<file path="config.mk">
export PLATFORM = sky130hd
export DESIGN_NAME = air_quality_ctrl
export DESIGN_NICKNAME = d
export VERILOG_FILES = /design/src/rtl/aq_pkg.sv /design/src/rtl/aq_room_ctrl.sv /design/src/rtl/air_quality_ctrl.sv
export SDC_FILE = /design/constraint.sdc
export NUM_CORES = 1
export LEC_CHECK = 0
export ABC_AREA = 1
export BUFFER_PORTS_ARGS = -buffer_cell sky130_fd_sc_hd__buf_2
export CELL_PAD_IN_SITES_DETAIL_PLACEMENT = 0
export CELL_PAD_IN_SITES_GLOBAL_PLACEMENT = 2
export CORE_MARGIN = 2
export CORE_UTILIZATION = 36
export CTS_CLUSTER_SIZE = 16
export DETAILED_ROUTE_END_ITERATION = 10
export GPL_ROUTABILITY_DRIVEN = 0
export GPL_TIMING_DRIVEN = 0
export PLACE_DENSITY_LB_ADDON = 0.08
export SYNTH_ARGS = -nofsm -noshare
export SYNTH_HDL_FRONTEND = slang
export SYNTH_SLANG_ARGS = --single-unit
</file>
<file path="constraint.sdc">
create_clock -name clk -period 2.6 [get_ports clk]
set_input_delay 0.39 -clock clk [delete_from_list [all_inputs] [get_ports clk]]
set_output_delay 0.39 -clock clk [all_outputs]
set_load 0.005 [all_outputs]
</file>
<file path="src/rtl/aq_pkg.sv">
// Shared state encoding, default thresholds and a width helper for the
// multi-room air-quality controller.
package aq_pkg;

    typedef enum logic [1:0] {
        ST_IDLE     = 2'd0,
        ST_PURIFY   = 2'd1,
        ST_HUMIDIFY = 2'd2
    } aq_state_e;

    localparam int DEF_WIDTH    = 8;
    localparam int DEF_CHANNELS = 4;
    localparam int DEF_PUR_ON   = 100;
    localparam int DEF_PUR_OFF  = 90;
    localparam int DEF_HUM_ON   = 30;
    localparam int DEF_HUM_OFF  = 40;
    localparam int DEF_CONFIRM  = 3;
    localparam int DEF_MIN_ON   = 8;

    // Bits needed to hold 0..max_val; never less than one bit.
    function automatic int cnt_width(input int max_val);
        return (max_val > 0) ? $clog2(max_val + 1) : 1;
    endfunction

endpackage

</file>
<file path="src/rtl/aq_room_ctrl.sv">
// One room: IDLE/PURIFY/HUMIDIFY FSM with confirm counters and a
// minimum-on hold timer. Acts on a sample only when hit is high.
module aq_room_ctrl
    import aq_pkg::*;
#(
    parameter int WIDTH   = DEF_WIDTH,
    parameter int PUR_ON  = DEF_PUR_ON,
    parameter int PUR_OFF = DEF_PUR_OFF,
    parameter int HUM_ON  = DEF_HUM_ON,
    parameter int HUM_OFF = DEF_HUM_OFF,
    parameter int CONFIRM = DEF_CONFIRM,
    parameter int MIN_ON  = DEF_MIN_ON
) (
    input  logic             clk,
    input  logic             rst,
    input  logic             hit,
    input  logic [WIDTH-1:0] sample_value,
    output logic             purifier,
    output logic             humidifier
);

    localparam int CNT_W  = cnt_width(CONFIRM);
    localparam int HOLD_W = cnt_width(MIN_ON);

    localparam logic [WIDTH-1:0]  PUR_ON_V  = WIDTH'(PUR_ON);
    localparam logic [WIDTH-1:0]  PUR_OFF_V = WIDTH'(PUR_OFF);
    localparam logic [WIDTH-1:0]  HUM_ON_V  = WIDTH'(HUM_ON);
    localparam logic [WIDTH-1:0]  HUM_OFF_V = WIDTH'(HUM_OFF);
    localparam logic [CNT_W-1:0]  CONFIRM_V = CNT_W'(CONFIRM);
    localparam logic [HOLD_W-1:0] MIN_ON_V  = HOLD_W'(MIN_ON);

    aq_state_e         state_q, state_d;
    logic [CNT_W-1:0]  hi_cnt_q, hi_cnt_d;
    logic [CNT_W-1:0]  lo_cnt_q, lo_cnt_d;
    logic [HOLD_W-1:0] hold_q, hold_d;

    logic [CNT_W-1:0] hi_inc, lo_inc;
    assign hi_inc = hi_cnt_q + CNT_W'(1);
    assign lo_inc = lo_cnt_q + CNT_W'(1);

    // NOTE: every signal gets its default before the case so no path leaves it unassigned (no latch).
    always_comb begin
        state_d  = state_q;
        hi_cnt_d = hi_cnt_q;
        lo_cnt_d = lo_cnt_q;
        hold_d   = (hold_q != '0) ? hold_q - HOLD_W'(1) : hold_q;

        if (hit) begin
            unique case (state_q)
                ST_IDLE: begin
                    if (sample_value >= PUR_ON_V) begin
                        lo_cnt_d = '0;
                        if (hi_inc == CONFIRM_V) begin
                            state_d  = ST_PURIFY;
                            hold_d   = MIN_ON_V;
                            hi_cnt_d = '0;
                        end else begin
                            hi_cnt_d = hi_inc;
                        end
                    end else if (sample_value <= HUM_ON_V) begin
                        hi_cnt_d = '0;
                        if (lo_inc == CONFIRM_V) begin
                            state_d  = ST_HUMIDIFY;
                            hold_d   = MIN_ON_V;
                            lo_cnt_d = '0;
                        end else begin
                            lo_cnt_d = lo_inc;
                        end
                    end else begin
                        hi_cnt_d = '0;
                        lo_cnt_d = '0;
                    end
                end
                ST_PURIFY: begin
                    if (sample_value < PUR_OFF_V && hold_q == '0) state_d = ST_IDLE;
                end
                ST_HUMIDIFY: begin
                    if (sample_value > HUM_OFF_V && hold_q == '0) state_d = ST_IDLE;
                end
                default: state_d = ST_IDLE;
            endcase
        end
    end

    // NOTE: sequential state uses non-blocking assignments only.
    always_ff @(posedge clk or negedge rst) begin
        if (!rst) begin
            state_q  <= ST_IDLE;
            hi_cnt_q <= '0;
            lo_cnt_q <= '0;
            hold_q   <= '0;
        end else begin
            state_q  <= state_d;
            hi_cnt_q <= hi_cnt_d;
            lo_cnt_q <= lo_cnt_d;
            hold_q   <= hold_d;
        end
    end

    // Decoded straight from state so reset drops the enables without a clock.
    assign purifier   = (state_q == ST_PURIFY);
    assign humidifier = (state_q == ST_HUMIDIFY);

endmodule

</file>
<file path="src/rtl/air_quality_ctrl.sv">
// Multi-room air-quality controller: decodes the time-multiplexed sample
// stream into per-room hits and flags samples addressed to absent rooms.
module air_quality_ctrl
    import aq_pkg::*;
#(
    parameter int WIDTH    = DEF_WIDTH,
    parameter int CHANNELS = DEF_CHANNELS,
    parameter int PUR_ON   = DEF_PUR_ON,
    parameter int PUR_OFF  = DEF_PUR_OFF,
    parameter int HUM_ON   = DEF_HUM_ON,
    parameter int HUM_OFF  = DEF_HUM_OFF,
    parameter int CONFIRM  = DEF_CONFIRM,
    parameter int MIN_ON   = DEF_MIN_ON
) (
    input  logic                clk,
    input  logic                rst,
    input  logic                sample_valid,
    input  logic [3:0]          sample_chan,
    input  logic [WIDTH-1:0]    sample_value,
    output logic [CHANNELS-1:0] purifier,
    output logic [CHANNELS-1:0] humidifier,
    output logic                err_chan
);

    if (CHANNELS < 1 || CHANNELS > 16) begin : g_bad_channels
        $error("air_quality_ctrl: CHANNELS must be in 1..16");
    end
    if (CONFIRM < 1) begin : g_bad_confirm
        $error("air_quality_ctrl: CONFIRM must be at least 1");
    end
    if (!(HUM_ON < HUM_OFF && HUM_OFF <= PUR_OFF && PUR_OFF < PUR_ON)) begin : g_bad_thresholds
        $error("air_quality_ctrl: thresholds must satisfy HUM_ON < HUM_OFF <= PUR_OFF < PUR_ON");
    end

    // Extra bit keeps the compare meaningful when CHANNELS == 16.
    logic chan_ok;
    assign chan_ok = ({1'b0, sample_chan} < 5'(CHANNELS));

    logic err_chan_q, err_chan_d;
    assign err_chan_d = sample_valid && !chan_ok;

    always_ff @(posedge clk or negedge rst) begin
        if (!rst) err_chan_q <= 1'b0;
        else      err_chan_q <= err_chan_d;
    end

    assign err_chan = err_chan_q;

    for (genvar c = 0; c < CHANNELS; c++) begin : g_room
        logic hit;
        assign hit = sample_valid && chan_ok && (sample_chan == 4'(c));

        aq_room_ctrl #(
            .WIDTH   (WIDTH),
            .PUR_ON  (PUR_ON),
            .PUR_OFF (PUR_OFF),
            .HUM_ON  (HUM_ON),
            .HUM_OFF (HUM_OFF),
            .CONFIRM (CONFIRM),
            .MIN_ON  (MIN_ON)
        ) u_room (
            .clk          (clk),
            .rst          (rst),
            .hit          (hit),
            .sample_value (sample_value),
            .purifier     (purifier[c]),
            .humidifier   (humidifier[c])
        );
    end

endmodule

</file>
Yosys cells after proc, flatten, opt, wreduce, memory -nomap -nowiden --
Index checks and enable logic that the tools add are counted.
Storage, ports and cells: bits in read-only memories 0, bits in writable memories 0, memories kept 0, input bits 15, register bits after elaboration 41, latch bits 0, output and inout port bits 9, word-level logic and storage cells 185
Cells by class: multiply operators 0, bitwise gates (word level) 0, order comparisons 5, eq/ne operators 39, reductions and logical operators 36, mux-type cells 76, shifts and indexed selects 0, add/subtract/negate cells 12, divide/modulo/power cells 0
Operators with widths (count):
- two-way mux 4 bit | 28
- two-way mux 2 bit | 44
- equality test 2 bit, second input constant | 12
- case mux 2 bit (3 select lines) | 4
- AND reduction 6 bit | 4
- zero test 4 bit | 5
- adder 2 x 1 -> 2 bit, second input constant | 8
- inequality test 2 bit, second input constant | 8
- nonzero test 4 bit | 4
- subtractor 4 x 1 -> 4 bit, second input constant | 4
- logical AND 1 bit | 14
- inequality test 3 x 1 -> 1 bit, second input constant | 4
- inequality test 3 x 2 -> 1 bit, second input constant | 4
- inequality test 3 bit, second input constant | 4
- equality test 2 x 1 -> 1 bit, second input constant | 4
- equality test 4 x 2 -> 1 bit, second input constant | 2
- >= comparator 8 x 7 -> 1 bit, second input constant | 1
- greater-than comparator 8 x 6 -> 1 bit, second input constant | 1
- less-or-equal comparator 8 x 5 -> 1 bit, second input constant | 1
- zero test 2 bit | 4
- less-than comparator 8 x 7 -> 1 bit, second input constant | 1
- AND reduction 2 bit | 4
- equality test 4 x 1 -> 1 bit, second input constant | 1
- less-than comparator 4 x 3 -> 1 bit, second input constant | 1
- zero test 1 bit | 1

Logic depth before layout (Yosys ltp) --
Gate-level depths: netlist (run 1).
depth in word-level cells 7, gate-level depth with buffers 11, depth with buffers taken out 11

Hierarchy --
From an unflattened synthesis (run 1), not the netlist that was laid out.
Second synthesis, totals: cell total of the unflattened synthesis 433, area total of the unflattened synthesis 3034.2 µm²
Modules (own cells, without submodules):
- aq_room_ctrl (g_room[0].u_room ...) | cells each 102, area each 739.5 µm², times used 3
- aq_room_ctrl (g_room[3].u_room) | cells each 112, area each 733.2 µm², times used 1
- air_quality_ctrl | cells each 15, area each 82.6 µm², times used 1

Worst setup path after synthesis (run 1) --
OpenSTA, ideal clock, no wires.
kind register -> register, from register g_room[2].u_room.hold_q[0], to register g_room[2].u_room.state_q[0], stages on the path, launching flop included 12, required time 2.483 ns, library setup time 0.117 ns, slack 1.085 ns, arrival time 1.398 ns, buffers on the path 0, cells stage by stage dfrtp_1 > inv_1 > ha_1 > nand2_1 > nor2_1 > nand3_1 > nand2_1 > nand2_1 > nor2_1 > nand2_1 > nand2_1 > nand2_1
Between the ends: cells in the longest elaborated chain, start to end 4, elaborated cells between the ends (all ways) 6, those cells by class eq/ne: 2; reduce/logical: 4
RTL lines:
- from (decl) | line aq_room_ctrl.sv:35 | logic [HOLD_W-1:0] hold_q, hold_d;
- from (signal assigned) | line aq_room_ctrl.sv:96 | hold_q <= hold_d;
- zero test 4 bit * | line aq_room_ctrl.sv:75, aq_room_ctrl.sv:78
- logical AND 1 bit, on equally long branches | line aq_room_ctrl.sv:75, aq_room_ctrl.sv:78
- inequality test 2 bit (no source line)
- AND reduction 6 bit (no source line) *
- to (signal assigned) | line aq_room_ctrl.sv:93 | state_q <= state_d;
- to (decl) | line aq_room_ctrl.sv:32 | aq_state_e state_q, state_d;
Every way passes the cells marked *; elsewhere a longest branch is shown, timed or not. A chain may end at the register's enable or synchronous reset.

Worst setup path in the final report (run 1) --
Same ends and word-level chain as after synthesis.

==> run summary, run 1 <==
Outcome: finished clean
Fin util: 41.74%
TNS Setup: 0 ps
Top cells by area, synth: dfrtp_1 (41%), nand2_1 (11%), inv_1 (7.9%)
Post-Syn Area: 2504 sq um
DRC viols: 0
Post-DRT Antenna Nets: 0
Critical Path End: g_room[2].u_room.state_q[0]
Count of different cell masters after synthesis: 26
Final Cell Area: 2820 sq um
Starting Density: 37.06%
Max-slew violations: 0
Global route overflow: 0
CTS buffer count: 5
Period Utilization, post-route: 69.73%
Setup Buffers After CTS: 0
Layout cells sized above 1: 17.96%
Crit path from: g_room[2].u_room.hold_q[0]
Post-CTS Resized: 0
RR Endpoint: g_room[2].u_room.state_q[0]
CTS tree: built
CP peak stage delay: 400 ps
Vert. Die Dim: 87.40 um
Post-synth EDFFs: 0
Synth Register Bits: 41
Die W: 87.40 um
Synth area leader: dfrtp_1
Clock network power share: 16.5%
Worst slack, placed: 783.4 ps
Main combinational cell family by area after synthesis: simple AND/OR/NAND/NOR gates
CP most frequent cell: nand2_1
Count leader, synth: nand2_1
PortBufs: 23
Fin nets: 391
Warnings, synthesis: 0
PD cells: 1006 nW/um^2
Post-Synth XOR/XNOR Area: 2.099%
CTS HTree Levels: 2
Drt initial violations: 102
Drt wl/cell: 11.80 um
Max rail drop VDD: 0.0003521 V
Switching Share: 40.36%
Peak Freq: 0.5516 GHz
Worst-Skew Late Latency: 290 ps
Synth Flop Type: dfrtp_1
Post-synthesis sequential area ratio: 40.98%
Rows: 30
Register-to-register setup slack: 790 ps
Reg power frac: 38.4%
Vias: 2137
Max Cap Viol: 0
# hold bufs at CTS: 0
Logic pwr share: 45.1%
Clock sinks: 41
Synthesized area per cell: 7.321 sq um
Synth Area in Simple Gates: 33.78%
Net load switching power: 1.145 mW
Required time worst endpoint: 2780 ps
Placed cell areas: 2719 sq um
Pin count of the biggest net entering global routing: 42
Critical path class: reg -> reg
Post-synth top cells: nand2_1 (71), inv_1 (53), nor2_1 (49), dfrtp_1 (41), nand3_1 (25)
Synthesized net count: 361
Area growth syn-to-layout: 12.64%
Vias per cell: 4.717
CP max FO: 5
# setup viols final: 0
Worst path slowest cell: dfrtp_1
Internal Power: 1.691 mW
HPWL Detailed: 4009 um
Slew @ Worst Pin: 944.2 ps
FF-to-FF Start: g_room[2].u_room.hold_q[0]
Final-report hold violation count: 0
Reg2reg path depth: 11
CTS max path bufs: 2
IO Count: 24
Static leakage: 1.469 nW
Diodes inserted: 0
Hold slack: 242.4 ps
Placed Cells: 445
Total power: 2.836 mW
Multiplexer share of the synthesized area: 1.699%
Element type at the critical path end: flip-flop
First-pass GRT wire length: 9563 um
Initial antenna violation count: 0
Hold Crit Class: in -> async
Fin cells: 453
Unrepaired setup endpoints after global routing: no
Worst EP arrival: 2000 ps
Clock-pin slew on the worst setup and hold paths: 80 ps
Crit path launch type: flip-flop
Crit-path cells: inv_1, ha_1, nand2_1, nor2_1, nand3_1, nand2_1, nand2_1, nor2_1, nand2_1, nand2_1, nand2_1
Final WL: 5344 um
Root buffer cell: clkbuf_8
Core area: 6756 sq um
Max_slew headroom: 37.06%
Mapped Cells: 342
Post-layout minimum cycle time: 1813 ps
# fillers: 741
Post-synth top area share: 40.98%
Post-synthesis adder-cell area fraction: 1.999%
Layout Skew: 5.148 ps
Die area: 7638 sq um
Setup ws final: 787.1 ps
Post-synthesis compound-gate area fraction: 7.596%
First-pass DRT Iterations: 4
Post-synthesis async set-or-reset flop share: 100.0%
Tot GR Track Use: 16.06%
Vias in the first global route: 2069
[cells by family after synthesis]
kind of cell	after synthesis
muxes	4
DFF	41
buffers and inverters	69
AOI/OAI and AO/OA	36
adders and majority gates	4
and+or+nand+nor	182
xor gates and xnor gates	6
[how the worst min path moves through the flow]
stage	startpoint	endpoint	slack [ps]
after detailed placement	g_room[3].u_room.hi_cnt_q[0]	g_room[3].u_room.hi_cnt_q[0]	490
after CTS	rst	err_chan	270
after floorplan	rst	err_chan	90
after global routing	rst	g_room[1].u_room.lo_cnt_q[0]	300
after global placement	g_room[0].u_room.hi_cnt_q[0]	g_room[0].u_room.hi_cnt_q[0]	480
final	rst	g_room[2].u_room.hold_q[2]	240
[critical path: cells and delay by family, from the launching register on]
kind                     cells  cell delay (ps)
adder cells (fa/ha/maj)      1              200
flip-flops                   1              400
AND/OR/NAND/NOR              9             1040
buffers and inverters        1               80
[power groups by stage]
stage	Sequential, mW	Combinational (mW)	Clock, mW
final	1.09	1.28	0.467
after global routing	1.14	1.51	0.511
after CTS	1.09	1.30	0.488
after detailed placement	1.10	1.30	0
after global placement	1.10	1.28	0
after floorplan	1.07	1.04	0
[cells in the final DEF, fill, tap and decap left out]
master,netlist,layout
a21oi_1,9,9
a21oi_2,1,1
a31oi_1,2,2
buf_2,0,23
buf_4,8,8
buf_6,1,1
clkbuf_8,0,7
clkinv_2,0,1
dfrtp_1,41,41
ha_1,4,4
inv_1,53,53
inv_2,7,7
mux2_2,2,2
mux2i_1,2,2
nand2_1,71,71
nand2_2,5,5
nand3_1,25,25
nand3_2,2,2
nand4_1,13,13
nor2_1,49,49
nor2_2,6,6
nor2_4,2,2
nor3_1,7,7
nor4_4,2,2
o21ai_0,19,19
o21ai_1,2,2
o22ai_1,3,3
xnor2_1,3,3
xor2_1,3,3
[layout make-up]
class                      count  area, sq um  share of cell area, %
inverter                      60        225.2                  7.986
tap                           80        100.1                  3.549
buffer                         9        71.32                  2.529
multi-input combinational    232         1181                  41.88
sequential                    41         1026                  36.38
timing repair buffer          23        115.1                  4.082
clock buffer                   7        96.34                  3.416
clock inverter                 1        5.005                 0.1775
[flip-flops by register name, summed over array words and instances (netlist names)]
name and flops:
g_room.u_room.state_q 8, g_room.u_room.lo_cnt_q 8, err_chan 1, g_room.u_room.hold_q 16
g_room.u_room.hi_cnt_q 8
[routing by layer]
layer,global-route usage (%),wire length [um],up-vias
met5,0,0,-
met4,4.196,61,0
met3,3.318,226,6
met2,25.62,2305,35
met1,22.23,2751,952
li1,-,-,1144
Note: power is estimated with default switching activity, not from simulation.
==> run 2, diff against run 1 <==
- CORE_UTILIZATION: 36 -> 31
- clock period: 2.6 -> 1.5 ns (I/O delays scaled with it)
==> run 2 against run 1 <==
Net effect: wire length rose by 11%; critical path depth fell by 5; critical endpoint is now g_room[1].u_room.hold_q[2]; clock skew fell by 0.96 ps; highest routed layer unchanged; core utilization fell by 0.52 points; critical path type unchanged.
==> run summary, run 2 (synthesis results as in run 1) <==
Reg power frac: 34.6% (was 38.4%)
Max reg flops: 16 (unchanged)
DRC viols: 0 (unchanged)
Drt wl/cell: 11.87 um (was 11.80 um)
Met1 Use GR: 19.18% (was 22.23%)
CP peak stage delay: 440 ps (was 400 ps)
Max_slew headroom: 35.62% (was 37.06%)
CTS max path bufs: 2 (unchanged)
First-pass DRT Iterations: 4 (unchanged)
Tot GR Track Use: 14.20% (was 16.06%)
# setup viols final: 0 (unchanged)
Diodes inserted: 0 (unchanged)
Starting Density: 32.23% (was 37.06%)
Static leakage: 1.600 nW (was 1.469 nW)
Pin count of the biggest net entering global routing: 42 (unchanged)
Clock sinks: 41 (unchanged)
Most Crowded Layer GR: met2 (unchanged)
RR Endpoint: g_room[1].u_room.hold_q[2] (was g_room[2].u_room.state_q[0])
Layout Skew: 4.191 ps (was 5.148 ps)
Hold Crit Class: in -> async (unchanged)
Die area: 8812 sq um (was 7638 sq um)
Drt initial violations: 104 (was 102)
PD cells: 1763 nW/um^2 (was 1006 nW/um^2)
Crit path from: g_room[1].u_room.state_q[0] (was g_room[2].u_room.hold_q[0])
Vias per cell: 4.481 (was 4.717)
Worst path slowest cell: dfrtp_2 (was dfrtp_1)
Vias in the first global route: 2106 (was 2069)
Largest delay share family, worst path: simple AND/OR/NAND/NOR gates (unchanged)
Worst-Skew Late Latency: 290 ps (about the same)
Met3 usage: 2.809% (was 3.318%)
Root buffer cell: clkbuf_8 (unchanged)
Max Cap Viol: 0 (unchanged)
TNS Setup: 0 ps (unchanged)
Vias: 2236 (was 2137)
HPWL Detailed: 4137 um (was 4009 um)
PortBufs: 23 (unchanged)
CTS buffer count: 5 (unchanged)
Final WL: 5925 um (was 5344 um)
Area growth syn-to-layout: 27.89% (was 12.64%)
Final-report hold violation count: 0 (unchanged)
Slew @ Worst Pin: 965.7 ps (was 944.2 ps)
Switching Share: 40.82% (was 40.36%)
Commonest non-fill, non-tap cell in the layout: nand2_1 (unchanged)
Crit path buf inv count: 1 (unchanged)
Peak Freq: 0.6723 GHz (was 0.5516 GHz)
Top reg by flops: g_room.u_room.hold_q (unchanged)
Global route overflow: 0 (unchanged)
CTS HTree Levels: 2 (unchanged)
Fin nets: 416 (was 391)
Rows: 32 (was 30)
Reg2reg path depth: 6 (was 11)
Unrepaired setup endpoints after global routing: yes (was no)
Max-slew violations: 0 (unchanged)
Crit-path cells: nor2_4, inv_2, nor4_4, nand2_1, nor2_2, nor2_1 (was inv_1, ha_1, nand2_1, nor2_1, nand3_1, nand2_1, nand2_1, nor2_1, nand2_1, nand2_1, nand2_1)
Hold slack: 85.76 ps (was 242.4 ps)
CP max FO: 5 (unchanged)
Reg area: 1031 sq um (was 1026 sq um)
Area of the multi-input gates: 1354 sq um (was 1181 sq um)
Clock-pin slew on the worst setup and hold paths: 80 ps (about the same)
Die W: 93.87 um (was 87.40 um)
Net load switching power: 2.305 mW (was 1.145 mW)
Element type at the critical path end: flip-flop (unchanged)
CTS tree: built (unchanged)
Most frequent cells in the layout: nand2_1 (65), inv_1 (45), nor2_1 (40) (was nand2_1 (71), inv_1 (53), nor2_1 (49))
IO Count: 24 (unchanged)
Layout cells sized above 1: 31.99% (was 17.96%)
First-pass GRT wire length: 9708 um (was 9563 um)
Crit path launch type: flip-flop (unchanged)
Register-to-register setup slack: 10 ps (was 790 ps)
Total power: 5.646 mW (was 2.836 mW)
Core area: 7767 sq um (was 6756 sq um)
Post-layout minimum cycle time: 1487 ps (was 1813 ps)
Max rail drop VDD: 0.0006591 V (was 0.0003521 V)
Worst EP arrival: 1670 ps (was 2000 ps)
Outcome: finished clean (unchanged)
FF-to-FF Start: g_room[1].u_room.state_q[0] (was g_room[2].u_room.hold_q[0])
Internal Power: 3.341 mW (was 1.691 mW)
Vert. Die Dim: 93.87 um (was 87.40 um)
Global routing usage on met2: 23.10% (was 25.62%)
Logic pwr share: 52.2% (was 45.1%)
Required time worst endpoint: 1680 ps (was 2780 ps)
Period Utilization, post-route: 99.16% (was 69.73%)
Critical path class: reg -> reg (unchanged)
Clock network power share: 13.2% (was 16.5%)
Post-DRT Antenna Nets: 0 (unchanged)
# fillers: 845 (was 741)
Initial antenna violation count: 0 (unchanged)
## run 2: changes by cell type in the layout (fill, tap and decap cells not counted), moves of 6 or more
cell     change
buf_4       +24
nor2_1       -9
inv_1        -8
inv_2        +8
nor2_4       +7
nand2_1      -6
## run 2: metrics by stage
stage | instance area, sq um | worst slack, ps | cells | util [%]
after floorplan | 2509 | 9.471 | 342 | -
after global placement | 2751 | -219.4 | 467 | 35.42
after detailed placement | 2751 | -211.4 | 467 | 35.42
after CTS | 2970 | 0.1222 | 484 | 38.24
after global routing | 3202 | -91.47 | 499 | 41.22
final | 3202 | 12.62 | 499 | 41.22
## run 2: routing by layer
layer / share of wire, % / vias up
met5: 0 / -
met4: 0.64 / 0
li1: - / 1194
met2: 46 / 29
met3: 3.8 / 2
met1: 50 / 1011
## run 2: power by group through the flow
stage                     registers, mW  clock network (mW)  logic, mW
after floorplan                    1.85                   0       1.80
after global placement             1.92                   0       2.24
after detailed placement           1.92                   0       2.26
after CTS                          1.92               0.796       2.51
after global routing               2.02               0.832       3.36
final                              1.95               0.743       2.95
## run 2: layout make-up
class,count,area share [%]
inverter,60,7.034
tap,102,3.986
clock buffer,7,2.696
multi-input combinational,232,42.28
sequential,41,32.20
buffer,9,2.227
timing repair buffer,48,9.574
## run 2: worst max path at each step
stage	slack, ps	depth (start not counted)	to
4_1_cts	0.1	9	g_room[0].u_room.state_q[0]
3_5_place_dp	-210	9	g_room[3].u_room.state_q[1]
6_report	10	6	g_room[1].u_room.hold_q[2]
2_1_floorplan	9	11	g_room[1].u_room.state_q[1]
3_3_place_gp	-220	11	g_room[1].u_room.state_q[1]
5_1_grt	-90	6	g_room[1].u_room.hold_q[0]
## run 2: repair_timing
action / in CTS / in global routing
setup buffers: 10 / 15
gates resized for setup: 17 / 34
hold buffers: 0 / 0
endpoints found under the setup margin: 17 / 19
pin swaps: 9 / 29
## run 2: worst register-to-register path: stages, from the launching register on
cell,delay [ps]
dfrtp_2,440
nor2_4,140
inv_2,70
nor4_4,360
nand2_1,130
nor2_2,170
nor2_1,60
==> run 3, diff against run 2 <==
- PLACE_DENSITY: default -> 0.88
- PLACE_DENSITY_LB_ADDON: 0.08 -> default
==> run 3 against run 2 <==
Net effect: via count up 1.1%; highest routed layer unchanged; power up 1.5%; die area unchanged; clock skew up 1.8 ps; flip-flop and latch count unchanged; critical path depth down 1; non-clock buffer count down 3; sequential share of layout area up 0.11 points; largest power group unchanged; global-route usage down 0.11 points; combinational power down 3%; count of clock-buffer cells in the layout unchanged.
==> run summary, run 3 (synthesis results as in run 1) <==
Top reg by flops: g_room.u_room.hold_q (unchanged)
Outcome: finished clean (unchanged)
Hold slack: 77.69 ps (was 85.76 ps)
Static leakage: 1.598 nW (was 1.600 nW)
Vert. Die Dim: 93.87 um (unchanged)
IO Count: 24 (unchanged)
Worst EP arrival: 1210 ps (was 1670 ps)
Vias: 2261 (was 2236)
CTS buffer count: 5 (unchanged)
CTS max path bufs: 2 (unchanged)
Diodes inserted: 0 (unchanged)
Placed Cells: 467 (unchanged)
Max rail drop VDD: 0.0004506 V (was 0.0006591 V)
Drt initial violations: 89 (was 104)
Critical path class: reg -> out (was reg -> reg)
Pin count of the biggest net entering global routing: 42 (unchanged)
Required time worst endpoint: 1270 ps (was 1680 ps)
Reg2reg path depth: 11 (was 6)
Layout Skew: 6.011 ps (was 4.191 ps)
Max Cap Viol: 0 (unchanged)
Final-report hold violation count: 0 (unchanged)
Hold Crit Class: in -> async (unchanged)
Most frequent cells in the layout: nand2_1 (66), inv_1 (46), nor2_1 (42) (was nand2_1 (65), inv_1 (45), nor2_1 (40))
Slew @ Worst Pin: 945.7 ps (was 965.7 ps)
Total power: 5.731 mW (was 5.646 mW)
CTS HTree Levels: 2 (unchanged)
Crit path launch type: flip-flop (unchanged)
Clock sinks: 41 (unchanged)
DRC viols: 0 (unchanged)
Fin nets: 413 (was 416)
Post-DRT Antenna Nets: 0 (unchanged)
Register-to-register setup slack: 70 ps (was 10 ps)
Unrepaired setup endpoints after global routing: yes (unchanged)
Max_slew headroom: 36.96% (was 35.62%)
Peak Freq: 0.6967 GHz (was 0.6723 GHz)
Period Utilization, post-route: 95.69% (was 99.16%)
Max reg flops: 16 (unchanged)
Starting Density: 32.23% (unchanged)
HPWL Detailed: 3989 um (was 4137 um)
Global route overflow: 0 (unchanged)
Root buffer cell: clkbuf_8 (unchanged)
Fin cells: 497 (was 499)
Vias per cell: 4.549 (was 4.481)
Layout cells sized above 1: 29.87% (was 31.99%)
Drt wl/cell: 11.33 um (was 11.87 um)
Vias in the first global route: 2155 (was 2106)
Clock-pin slew on the worst setup and hold paths: 80 ps (about the same)
Final WL: 5630 um (was 5925 um)
Rows: 32 (unchanged)
Area growth syn-to-layout: 27.14% (was 27.89%)
CTS tree: built (unchanged)
Commonest non-fill, non-tap cell in the layout: nand2_1 (unchanged)
PortBufs: 23 (unchanged)
Tot GR Track Use: 14.09% (was 14.20%)
Die area: 8812 sq um (unchanged)
Core area: 7767 sq um (unchanged)
Element type at the critical path end: output port (was flip-flop)
# setup viols final: 0 (unchanged)
First-pass GRT wire length: 9811 um (was 9708 um)
First-pass DRT Iterations: 4 (unchanged)
Max-slew violations: 0 (unchanged)
PD cells: 1801 nW/um^2 (was 1763 nW/um^2)
Worst-Skew Late Latency: 290 ps (about the same)
Die W: 93.87 um (unchanged)
CP max FO: 3 (was 5)
Post-layout minimum cycle time: 1435 ps (was 1487 ps)
Initial antenna violation count: 0 (unchanged)
==> run 3: cell types whose count changed in the layout (fill, tap and decap cells not counted), moves of 2 or more <==
cell     before  now
buf_4        32   30
dfrtp_1      37   39
dfrtp_2       4    2
nor2_1       40   42
nor2_2        8    6
==> run 3: worst paths after layout <==
path | startpoint | end
setup / recovery | g_room[2].u_room.state_q[1] | humidifier[2]
hold / removal | rst | g_room[2].u_room.lo_cnt_q[0]
setup reg to reg | g_room[1].u_room.hold_q[0] | g_room[1].u_room.state_q[1]
hold reg to reg | g_room[0].u_room.lo_cnt_q[0] | g_room[0].u_room.lo_cnt_q[0]
max in group asynchronous | rst | g_room[1].u_room.state_q[0]
min in group clk | sample_valid | err_chan
==> run 3: stage by stage <==
step	instance area, sq um	TNS (ps)	worst slack (ps)	util, %
final	3183	0	64.62	40.98
after CTS	3005	-25.00	-13.07	38.69
after global placement	2751	-1611	-192.3	35.42
after detailed placement	2751	-1802	-206.6	35.42
after global routing	3183	-220.7	-71.46	40.98
after floorplan	2509	0	9.471	-
==> run 3: repair_timing <==
action                     in CTS  in global routing
setup endpoints to repair      17                 24
gates resized for setup        17                 25
pin swaps                      14                 26
hold buffers                    0                  0
setup buffers                  11                 11
==> run 3: worst max-delay path, cell delays in order (launching register included) <==
cell,delay (ps)
dfrtp_1,410
buf_4,140
inv_1,30
nor2_1,120
buf_4,120
buf_2,90
==> run 3: metal layers <==
metal  GRT usage [%]  part of all wire [%]  vias up
met5               0                     0        -
met4           4.831                   1.4        0
met3           2.648                   2.5        5
met2           21.79                    46       30
met1           19.74                    50     1035
li1                -                     -     1191
==> run 3: layout make-up <==
class,count,area (sq um)
multi-input cells,232,1334
repair buffers,45,280.3
plain buffers,9,71.32
fillers,815,4584
clock buffers,7,86.33
flip-flops and latches,41,1028
inverters,60,225.2
clock inverters,1,30.03
well taps,102,127.6
==> run 3: where the power goes <==
group | switching (mW) | total [mW] | internal [mW] | leakage, nW
clock network | 0.391 | 0.934 | 0.543 | 0.0585
registers | 0.366 | 1.94 | 1.58 | 0.513
logic | 1.52 | 2.85 | 1.33 | 1.03
total | 2.28 | 5.73 | 3.45 | 1.60
